`src/rtl/dmem_arbiter_pkg.sv`:
```
// Shared types and defaults for the data-memory arbiter: FSM states, owner
// encoding and the default memory latency.
package dmem_arbiter_pkg;

  typedef enum logic [1:0] {
    IDLE  = 2'd0,
    ISSUE = 2'd1,
    WAIT  = 2'd2,
    DONE  = 2'd3
  } state_e;

  typedef enum logic {
    OWN_CPU = 1'b0,
    OWN_NIC = 1'b1
  } owner_e;

  localparam int unsigned MEM_LAT_DEF = 1;
  localparam int unsigned ADDR_W_DEF  = 16;
  localparam int unsigned DATA_W_DEF  = 64;
  // Wide enough for the largest legal latency (15)
  localparam int unsigned LAT_W       = 4;

endpackage

```
`src/rtl/dmem_arbiter_rr_arb2.sv`:
```
// Combinational two-requester grant (CPU vs NIC).
// DMEM_ARB_FAIR_EN defined: round-robin on ties; undefined: CPU has fixed priority.
module rr_arb2
  import dmem_arbiter_pkg::*;
(
  input  logic   req_cpu_i,
  input  logic   req_nic_i,
  input  owner_e last_grant_i,
  output logic   gnt_valid_o,
  output owner_e gnt_owner_o
);

  always_comb begin
    gnt_valid_o = req_cpu_i | req_nic_i;
    gnt_owner_o = OWN_CPU;
`ifdef DMEM_ARB_FAIR_EN
    // On a tie the requester that did not win last time goes next
    if (req_cpu_i && req_nic_i) begin
      gnt_owner_o = (last_grant_i == OWN_CPU) ? OWN_NIC : OWN_CPU;
    end else if (req_nic_i) begin
      gnt_owner_o = OWN_NIC;
    end
`else
    if (!req_cpu_i && req_nic_i) begin
      gnt_owner_o = OWN_NIC;
    end
`endif
  end

`ifndef DMEM_ARB_FAIR_EN
  owner_e unused_last_grant;
  assign unused_last_grant = last_grant_i;
`endif

endmodule

```
`src/rtl/dmem_arbiter.sv`:
```
// Arbitrates the single-port data memory between CPU and NIC and sequences
// each access through a fixed-latency memory. Arbitration policy: DMEM_ARB_FAIR_EN.
module dmem_arbiter
  import dmem_arbiter_pkg::*;
#(
  parameter int unsigned MEM_LAT = MEM_LAT_DEF,
  parameter int unsigned ADDR_W  = ADDR_W_DEF,
  parameter int unsigned DATA_W  = DATA_W_DEF
) (
  input  logic              clk,
  input  logic              reset,
  input  logic              cpu_req,
  input  logic              cpu_we,
  input  logic [ADDR_W-1:0] cpu_addr,
  input  logic [DATA_W-1:0] cpu_wdata,
  output logic              cpu_stall,
  output logic [DATA_W-1:0] cpu_rdata,
  output logic              cpu_done,
  input  logic              nic_req,
  input  logic              nic_we,
  input  logic [ADDR_W-1:0] nic_addr,
  input  logic [DATA_W-1:0] nic_wdata,
  output logic              nic_done,
  output logic [DATA_W-1:0] nic_rdata,
  output logic              dmem_en,
  output logic              dmem_wr_en,
  output logic [ADDR_W-1:0] dmem_addr,
  output logic [DATA_W-1:0] dmem_din,
  input  logic [DATA_W-1:0] dmem_dout
);

  state_e             state_q, state_d;
  owner_e             owner_q, owner_d;
  owner_e             last_grant_q, last_grant_d;
  logic               we_q, we_d;
  logic [LAT_W-1:0]   lat_cnt_q, lat_cnt_d;
  logic [DATA_W-1:0]  rdata_q, rdata_d;
  logic               dmem_en_q, dmem_en_d;
  logic               dmem_wr_en_q, dmem_wr_en_d;
  logic [ADDR_W-1:0]  dmem_addr_q, dmem_addr_d;
  logic [DATA_W-1:0]  dmem_din_q, dmem_din_d;
  logic               cpu_done_q, cpu_done_d;
  logic               nic_done_q, nic_done_d;

  logic               gnt_valid;
  owner_e             gnt_owner;
  logic               sel_we;
  logic [ADDR_W-1:0]  sel_addr;
  logic [DATA_W-1:0]  sel_wdata;

  rr_arb2 u_arb (
    .req_cpu_i    (cpu_req),
    .req_nic_i    (nic_req),
    .last_grant_i (last_grant_q),
    .gnt_valid_o  (gnt_valid),
    .gnt_owner_o  (gnt_owner)
  );

  always_comb begin
    sel_we    = (gnt_owner == OWN_NIC) ? nic_we    : cpu_we;
    sel_addr  = (gnt_owner == OWN_NIC) ? nic_addr  : cpu_addr;
    sel_wdata = (gnt_owner == OWN_NIC) ? nic_wdata : cpu_wdata;
  end

  // State and datapath registers; reset drops every strobe immediately
  always_ff @(posedge clk or posedge reset) begin
    if (reset) begin
      state_q      <= IDLE;
      owner_q      <= OWN_CPU;
      last_grant_q <= OWN_NIC;
      we_q         <= 1'b0;
      lat_cnt_q    <= '0;
      rdata_q      <= '0;
      dmem_en_q    <= 1'b0;
      dmem_wr_en_q <= 1'b0;
      dmem_addr_q  <= '0;
      dmem_din_q   <= '0;
      cpu_done_q   <= 1'b0;
      nic_done_q   <= 1'b0;
    end else begin
      state_q      <= state_d;
      owner_q      <= owner_d;
      last_grant_q <= last_grant_d;
      we_q         <= we_d;
      lat_cnt_q    <= lat_cnt_d;
      rdata_q      <= rdata_d;
      dmem_en_q    <= dmem_en_d;
      dmem_wr_en_q <= dmem_wr_en_d;
      dmem_addr_q  <= dmem_addr_d;
      dmem_din_q   <= dmem_din_d;
      cpu_done_q   <= cpu_done_d;
      nic_done_q   <= nic_done_d;
    end
  end

  always_comb begin
    state_d = state_q;
    case (state_q)
      IDLE:    if (gnt_valid) state_d = ISSUE;
      ISSUE:   state_d = WAIT;
      WAIT:    if (lat_cnt_q == '0) state_d = DONE;
      DONE:    state_d = IDLE;
      default: state_d = IDLE;
    endcase
  end

  // Registered outputs are computed one cycle ahead of the state they belong to
  always_comb begin
    owner_d      = owner_q;
    last_grant_d = last_grant_q;
    we_d         = we_q;
    lat_cnt_d    = lat_cnt_q;
    rdata_d      = rdata_q;
    dmem_addr_d  = dmem_addr_q;
    dmem_din_d   = dmem_din_q;
    dmem_en_d    = 1'b0;
    dmem_wr_en_d = 1'b0;
    cpu_done_d   = 1'b0;
    nic_done_d   = 1'b0;
    case (state_q)
      IDLE: begin
        if (gnt_valid) begin
          owner_d      = gnt_owner;
          we_d         = sel_we;
          dmem_addr_d  = sel_addr;
          dmem_din_d   = sel_wdata;
          dmem_en_d    = 1'b1;
          dmem_wr_en_d = sel_we;
        end
      end
      ISSUE: begin
        lat_cnt_d = LAT_W'(MEM_LAT - 1);
      end
      WAIT: begin
        if (lat_cnt_q != '0) begin
          lat_cnt_d = lat_cnt_q - LAT_W'(1);
        end else begin
          if (!we_q) rdata_d = dmem_dout;
          cpu_done_d = (owner_q == OWN_CPU);
          nic_done_d = (owner_q == OWN_NIC);
        end
      end
      DONE: begin
        last_grant_d = owner_q;
      end
      default: ;
    endcase
  end

  assign dmem_en    = dmem_en_q;
  assign dmem_wr_en = dmem_wr_en_q;
  assign dmem_addr  = dmem_addr_q;
  assign dmem_din   = dmem_din_q;
  assign cpu_done   = cpu_done_q;
  assign nic_done   = nic_done_q;
  assign cpu_rdata  = rdata_q;
  assign nic_rdata  = rdata_q;
  assign cpu_stall  = cpu_req & ~cpu_done_q;

endmodule

```
`config.mk`:
```
export PLATFORM = sky130hd
export DESIGN_NAME = dmem_arbiter
export DESIGN_NICKNAME = d
export VERILOG_FILES = /design/src/rtl/dmem_arbiter_pkg.sv /design/src/rtl/dmem_arbiter_rr_arb2.sv /design/src/rtl/dmem_arbiter.sv
export SDC_FILE = /design/constraint.sdc
export NUM_CORES = 1
export LEC_CHECK = 0
export CAP_MARGIN = 10
export CORE_AREA = 3 3 173 175
export DETAILED_ROUTE_END_ITERATION = 8
export DIE_AREA = 0 0 176 178
export PLACE_DENSITY_LB_ADDON = 0.2
export SETUP_SLACK_MARGIN = 0.1
export SLEW_MARGIN = 0
export SYNTH_ARGS = -nofsm -noshare
export SYNTH_HDL_FRONTEND = slang
export SYNTH_SLANG_ARGS = --single-unit
export TNS_END_PERCENT = 100
```
`constraint.sdc`:
```
create_clock -name clk -period 15 [get_ports clk]
set_input_delay 3 -clock clk [delete_from_list [all_inputs] [get_ports clk]]
set_output_delay 3 -clock clk [all_outputs]
set_load 0.005 [all_outputs]
```
Yosys cells after proc, flatten, opt, wreduce, memory -nomap -nowiden
Index checks and enable logic that the tools add are counted.
{ "classes": {"n_eq_ne": 6, "add_sub_neg": 1, "reduce_logical": 10, "muxes": 17, "bitwise": 6} }
{ "op_table": {"columns": ["op", "count"], "rows": [
  ["2-to-1 mux 64 bit", 1],
  ["2-to-1 mux 16 bit", 1],
  ["2-to-1 mux 1 bit", 10],
  ["case mux 2 bit (4 select lines)", 1],
  ["case mux 4 bit (2 select lines)", 1],
  ["!= test 2 bit, second input constant", 3],
  ["AND reduction 2 bit", 3],
  ["equality test 2 bit, second input constant", 2],
  ["logical NOT 4 bit", 1],
  ["2-to-1 mux 2 bit", 2],
  ["2-to-1 mux 4 bit", 1],
  ["inverter 1 bit", 4],
  ["nonzero test 4 bit", 1],
  ["subtractor 4 x 1 -> 4 bit, second input constant", 1],
  ["AND reduction 3 bit", 1],
  ["equality test 2 x 1 -> 1 bit, second input constant", 1],
  ["logical NOT 2 bit", 1],
  ["nonzero test 2 bit", 1],
  ["AND 1 bit", 1],
  ["logical AND 1 bit", 1],
  ["logical NOT 1 bit", 1],
  ["OR 1 bit", 1]
]} }
{ "totals": {"output_inout_bits": 213, "reg_bits": 156, "word_cells": 51} }

Longest topological paths before layout
Gate-level depths: netlist (run 1).
{ "logic_depth": {"depth_word": 6, "ltp_mapped": 8, "ltp_nobuf": 5} }

Modules after synthesis
Synthesis (run 1) repeated with hierarchy kept, for this count alone.
{ "hier_totals": {"hier_cells": 607, "hier_area_um2": 7190.6} }
{ "by_module_without_submodules": {"columns": ["module", "cells_per_inst", "seq_area_each_um2", "instances", "area_each_um2"], "rows": [
  ["dmem_arbiter", 605, 3930.0, 1, 7178.1],
  ["rr_arb2", 2, 0.0, 1, 12.5]
]} }

Least setup slack after synthesis (run 1)
OpenSTA, ideal clock, no wires.
{ "synth_timing": {"path_type": "input to output", "start": "in cpu_req", "end": "out cpu_stall", "arrival_ns": 3.270, "setup_slack_ns": 8.730, "path_buffers": 1, "path_stages": 2, "cell_sequence": "buf_4 nor2b_1"} }
{ "synth_via": {"elab_chain_len": 1} }
{ "synth_lines": {"columns": ["element", "line_no", "source"], "rows": [
  ["start, declared", "dmem_arbiter.sv:12", "input logic cpu_req,"],
  ["AND 1 bit", "dmem_arbiter.sv:158", "assign cpu_stall = cpu_req & ~cpu_done_q;"],
  ["end, declared", "dmem_arbiter.sv:16", "output logic cpu_stall,"]
]} }
Every way passes these cells.

Worst setup path in the final report (run 1)
Same ends and word-level chain as after synthesis.

==> results.yml, run 1 <==
layout:
  stdcell_area_mm2: 0.0121
  final_util: 0.421
  final_nets: 1207
  area_growth_syn_to_layout_pct: 66.7
  drive_gt1_frac: 0.109
place:
  io_buffers: 442
  hpwl_um: 18400
  place.gp.congestion: 0.737
  postPlaceCellArea_mm2: 0.0114
global_routing:
  use_met1: 0.171
  grt_util_all_layers: 0.147
  antenna_found_initial: 2
  grt_max_degree: 102
  grt_pass1_vias: 5690
  grt_overflow: 0
  grt_pass1_wl_um: 34900
  grtUsageMet3: 0.0583
  top_usage_layer: "met2"
  grt_util_met2: 0.251
critical_path:
  crit_buf_inv: 2
  crit_top_cell: "clkdlybuf4s50_1"
  end_kind: "output pin"
  worstPathMaxFanout: 9
  cp_top_family: "buffers and inverters"
  cp_slowest_cell: "clkdlybuf4s50_1"
  crit_arrival_ns: 4.37
  worstPathCellList: "clkdlybuf4s50_1, nor2b_1, clkdlybuf4s50_1"
  slowest_delay_ns: 0.67
  crit_start: "cpu_req"
  r2r_start: "state_q[0]$_DFFE_PP0P_"
  r2r_cells: 5
  rr_endpoint: "cpu_rdata[29]$_DFFE_PP0P_"
  endpoint: "cpu_stall"
  reg2reg_slack_ns: 12.49
  cp.required_ns: 12.00
  crit_cells: 3
  path_class: "in -> out"
  worstSetupStartpointType: "input port"
clocking:
  tritoncts: "yes"
  cts_resized: 0
  h-tree-depth: 4
  cts_root_buffer: "clkbuf_16"
  cts_buffers: 17
  post_cts_buffers: 0
  hold_buffers: 0
  clk_path_buf_depth: 2
  clk_pin_slew_ns: 0.07
  clock_latency_ns: 0.42
  cts_num_sinks: 156
sta:
  rsz0062_at_grt: "false"
  hold_violations: 0
  fmax_mhz: 136
  setup_viol: 0
  setup_tns_ns: 0
  skew_ns: 0.0148
  worst_pin_slew_ns: 1.11
  fin_crit_sh: 0.491
  holdWs_ns: 0.459
  fin_crit_ns: 7.37
  max-slew-margin-rel: 0.261
  maxSlewViolCount: 0
drt:
  drc: 0
  drt-wirelength-per-cell_um: 17.4
  drtPass1Iterations: 4
  drt-initial-drc-count: 125
  vias_per_cell: 4.16
  vias: 5706
  wirelength_um: 23900
  ant_nets: 0
power_and_ir_drop:
  power.total_mw: 2.30
  ir_drop_v: 0.0000861
  power_density_mw_per_mm2: 191
  leakage_nw: 5.31
die:
  core_area_mm2: 0.0286
  ios: 443
  die_w_um: 176
  row_count: 62
  die_area_mm2: 0.0313
  die_h_um: 178
  start_util: 0.253
hold_path:
  min_delay_path_depth: 1
  hold_class: "reg -> reg"
yosys:
  synth_cell_types: 31
  yosys.area.top_type: "dfrtp_1"
  yosysTopAreaCellShare: 0.540
  synth_cells: 607
  synth-seq-area-share: 0.540
  avgSynthCellArea_um2: 11.9
  mappedNetlistArea_mm2: 0.00723
  yosys_register_bits: 156
  synth_nets: 841
  yosys_warnings: 0
  synth_area_leaders: "dfrtp_1 54%, mux2i_1 11%, mux2_2 10%, buf_4 7.2%, o21ai_0 5.2%"
run:
  drv_cap: 0
status:
  status: "complete, no violations"
power by group:
group / switching [mW] / internal, mW / total, mW
clock network: 0.200 / 0.257 / 0.457
logic: 0.385 / 0.695 / 1.08
registers: 0.136 / 0.628 / 0.764
synth_stat cells:
cell type and number:
nor4b_1 1, mux2_2 65, a21oi_1 2, clkbuf_1 7, a311o_1 1, and3b_1 1
or3_1 1, buf_6 14, o21ai_0 75, ha_1 4, nor3b_1 1, a22oi_2 1
nand4bb_4 1, nand3b_1 1, o21ai_1 8, mux2i_1 82, nor2b_1 3, dfrtp_1 156
nand2b_1 3, buf_4 69, inv_1 7, a21boi_0 1, and2b_1 1, or3b_1 1
a31oi_1 2, nor2_8 1, buf_2 9, o22a_1 1, o21ai_2 1, nand2_1 84
nor2_1 3
worst min-delay path by stage:
stage	startpoint	to	slack [ns]
2_1_floorplan	owner_q$_DFFE_PP0P_	cpu_done$_DFF_PP0_	0.43
3_3_place_gp	owner_q$_DFFE_PP0P_	cpu_done$_DFF_PP0_	0.45
3_5_place_dp	owner_q$_DFFE_PP0P_	cpu_done$_DFF_PP0_	0.44
4_1_cts	owner_q$_DFFE_PP0P_	cpu_done$_DFF_PP0_	0.46
5_1_grt	owner_q$_DFFE_PP0P_	cpu_done$_DFF_PP0_	0.50
6_report	owner_q$_DFFE_PP0P_	cpu_done$_DFF_PP0_	0.46
per-layer routing:
metal / vias to the layer above / wire length [um]
met5: - / 14
met4: 2 / 233
met3: 13 / 2330
met2: 263 / 12000
met1: 2678 / 9370
li1: 2750 / -
cells in the final DEF, fill, tap and decap left out, types with 6 or more instances in the layout:
cell               n
inv_6              6
clkdlybuf4s50_1  442
mux2_2            65
inv_1              6
clkbuf_16         17
o21ai_1            8
nand2_1           84
dfrtp_1          156
o21ai_0           75
mux2i_1           82
sequential cells by signal, summed over array words and instances (netlist names):
name and flops:
we_q 1, cpu_done 1, dmem_din 64, lat_cnt_q 4, cpu_rdata 64, state_q 2
dmem_wr_en 1, nic_done 1, owner_q 1, dmem_addr 16, dmem_en 1
per-stage QoR:
step | instances | setup slack [ns]
2_1_floorplan | 607 | 7.79
3_3_place_gp | 1338 | 7.64
3_5_place_dp | 1338 | 7.60
4_1_cts | 1370 | 7.61
5_1_grt | 1371 | 7.58
6_report | 1371 | 7.63
cell type report:
class	count	area, um^2
Antenna cell	1	2.50
Clock buffer	18	439
Clock inverter	14	173
Fill cell	2765	16600
Inverter	7	31.3
Multi-Input combinational cell	345	2570
Sequential cell	156	3900
Tap cell	384	480
Timing Repair Buffer	446	4450
logic make-up (layout without fill, tap and decap cells):
family	after synthesis	count (layout)	share of synthesized area
muxes	147	147	0.215
other	0	1	0
buffers and inverters	106	485	0.107
AOI/OAI and AO/OA	92	92	0.0671
and+or+nand+nor	102	102	0.0645
adders and majority gates	4	4	0.00692
DFF	156	156	0.540
No activity file was read; power rests on OpenSTA's default activity.
==> run 2: changes to the inputs <==
--- a/config.mk
+++ b/config.mk
@@ -6,9 +6,9 @@
 export NUM_CORES = 1
 export LEC_CHECK = 0
 export CAP_MARGIN = 10
-export CORE_AREA = 3 3 173 175
+export CORE_AREA = 3 3 169 171
 export DETAILED_ROUTE_END_ITERATION = 8
-export DIE_AREA = 0 0 176 178
+export DIE_AREA = 0 0 172 174
 export PLACE_DENSITY_LB_ADDON = 0.2
 export SETUP_SLACK_MARGIN = 0.1
 export SLEW_MARGIN = 0
==> constraint.sdc (replaced) <==
create_clock -name clk -period 6.8 [get_ports clk]
set_input_delay 1.36 -clock clk [delete_from_list [all_inputs] [get_ports clk]]
set_output_delay 1.36 -clock clk [all_outputs]
set_load 0.005 [all_outputs]
==> run 2 against run 1 <==
  * Hold slack hardly changed
  * Setup slack worse by 4.9 ns
  * Register-to-register slack worse by 8.1 ns
  * Non-clock buffer count is 2 higher
  * Critical path depth stayed put
  * Clock power is 110% higher
  * Largest cell class unchanged
  * Largest power group unchanged
  * Highest routed layer unchanged
==> results.yml, run 2 (synthesis gave the netlist of run 1 again) <==
status:
  status: "complete, no violations"
critical_path:
  crit_buf_inv: 2
  end_kind: "output pin"
  slowest_delay_ns: 0.66
  worstPathMaxFanout: 9
  crit_top_cell: "clkdlybuf4s50_1"
  worstPathCellList: "clkdlybuf4s50_1, nor2b_1, clkdlybuf4s50_1"
  r2r_cells: 6
  cp.required_ns: 5.44
  cp_slowest_cell: "clkdlybuf4s50_1"
  crit_arrival_ns: 2.71
  path_class: "in -> out"
  worstSetupStartpointType: "input port"
  cp_top_family: "buffers and inverters"
  crit_cells: 3
place:
  hpwl_um: 18800
  place.gp.congestion: 0.722
  io_buffers: 442
die:
  die_w_um: 172
  die_h_um: 174
  ios: 443
  start_util: 0.268
  row_count: 60
  die_area_mm2: 0.0299
  core_area_mm2: 0.0270
clocking:
  post_cts_buffers: 0
  clk_pin_slew_ns: 0.07
  cts_resized: 0
  tritoncts: "yes"
  cts_buffers: 17
  hold_buffers: 0
  cts_num_sinks: 156
  clk_path_buf_depth: 2
  cts_root_buffer: "clkbuf_16"
  clock_latency_ns: 0.42
  h-tree-depth: 4
sta:
  setup_tns_ns: 0
  worst_pin_slew_ns: 1.07
  skew_ns: 0.0144
  setup_viol: 0
  fin_crit_ns: 4.07
  max-slew-margin-rel: 0.285
  hold_violations: 0
  maxSlewViolCount: 0
  rsz0062_at_grt: "false"
  fin_crit_sh: 0.598
  fmax_mhz: 246
layout:
  layout_common_cells: "442 x clkdlybuf4s50_1, 156 x dfrtp_1, 84 x nand2_1"
  final_nets: 1209
  layout_commonest_cell: "clkdlybuf4s50_1"
  drive_gt1_frac: 0.110
  area_growth_syn_to_layout_pct: 65.8
  final_util: 0.444
global_routing:
  grt_pass1_wl_um: 34900
  grt_overflow: 0
  grt_max_degree: 77
  antenna_found_initial: 3
  grt_pass1_vias: 5835
  grt_util_all_layers: 0.153
power_and_ir_drop:
  ir_drop_v: 0.000131
  leakage_nw: 5.31
  power_density_mw_per_mm2: 420
drt:
  drt-initial-drc-count: 216
  wirelength_um: 24200
  vias_per_cell: 4.30
  drt-wirelength-per-cell_um: 18.2
  ant_nets: 0
  drtPass1Iterations: 4
  vias: 5717
  drc: 0
run:
  drv_cap: 0
hold_path:
  min_delay_path_depth: 1
  hold_class: "reg -> reg"
## run 2: cell types whose count changed in the layout (fill, tap and decap cells not counted), sizes merged
cell / before / now
buf: 4 / 6
bufinv: 2 / 1
clkinv: 4 / 3
clkinvlp: 1 / 2
inv: 14 / 15
## run 2: through the flow
stage | setup slack, ns | instances | area (um^2) | hold slack [ns] | total power, mW
5_1_grt | 2.69 | 1329 | 12000 | 0.485 | 5.39
3_3_place_gp | 2.74 | 1297 | 11400 | 0.456 | 4.13
2_1_floorplan | 1.23 | 607 | 7230 | 0.426 | 2.75
3_5_place_dp | 2.73 | 1297 | 11400 | 0.451 | 4.15
4_1_cts | 2.73 | 1329 | 12000 | 0.461 | 5.15
6_report | 2.73 | 1330 | 12000 | 0.459 | 5.04
## run 2: cell type report
cell class | instances | area, um^2
multi-input combinational | 345 | 2570
clock buffer | 18 | 439
timing repair buffer | 448 | 4470
antenna | 1 | 2.50
inverter | 7 | 31.3
fill | 2614 | 15000
clock inverter | 14 | 150
sequential | 156 | 3900
tap | 341 | 427
## run 2: power breakdown
group	internal [mW]	switching [mW]
clock	0.530	0.437
sequential	1.38	0.303
combinational	1.54	0.848
## run 2: final timing paths
kind,from,to,slack (ns)
setup reg to reg,state_q[0]$_DFFE_PP0P_,cpu_rdata[28]$_DFFE_PP0P_,4.37
setup / recovery,cpu_req,cpu_stall,2.73
max in group asynchronous,reset,dmem_din[18]$_DFFE_PP0P_,4.24
min in group asynchronous,reset,cpu_rdata[7]$_DFFE_PP0P_,1.31
hold / removal,owner_q$_DFFE_PP0P_,cpu_done$_DFF_PP0_,0.46
hold reg to reg,owner_q$_DFFE_PP0P_,cpu_done$_DFF_PP0_,0.46
## run 2: worst register-to-register path, delay by kind of cell, from the launching register on
| kind | cells | cell delay, ns |
|---|---|---|
| flops | 1 | 0.40 |
| buf+inv | 2 | 0.73 |
| fa+ha+maj | 1 | 0.38 |
| simple gates | 2 | 0.31 |
| mux | 1 | 0.51 |
## run 2: metal layers
layer	GRT usage	share of wire	vias to the layer above
li1	-	-	2752
met1	0.167	0.38	2659
met3	0.0655	0.10	22
met4	0.0476	0.021	4
met2	0.268	0.49	280
met5	0	0.0011	-
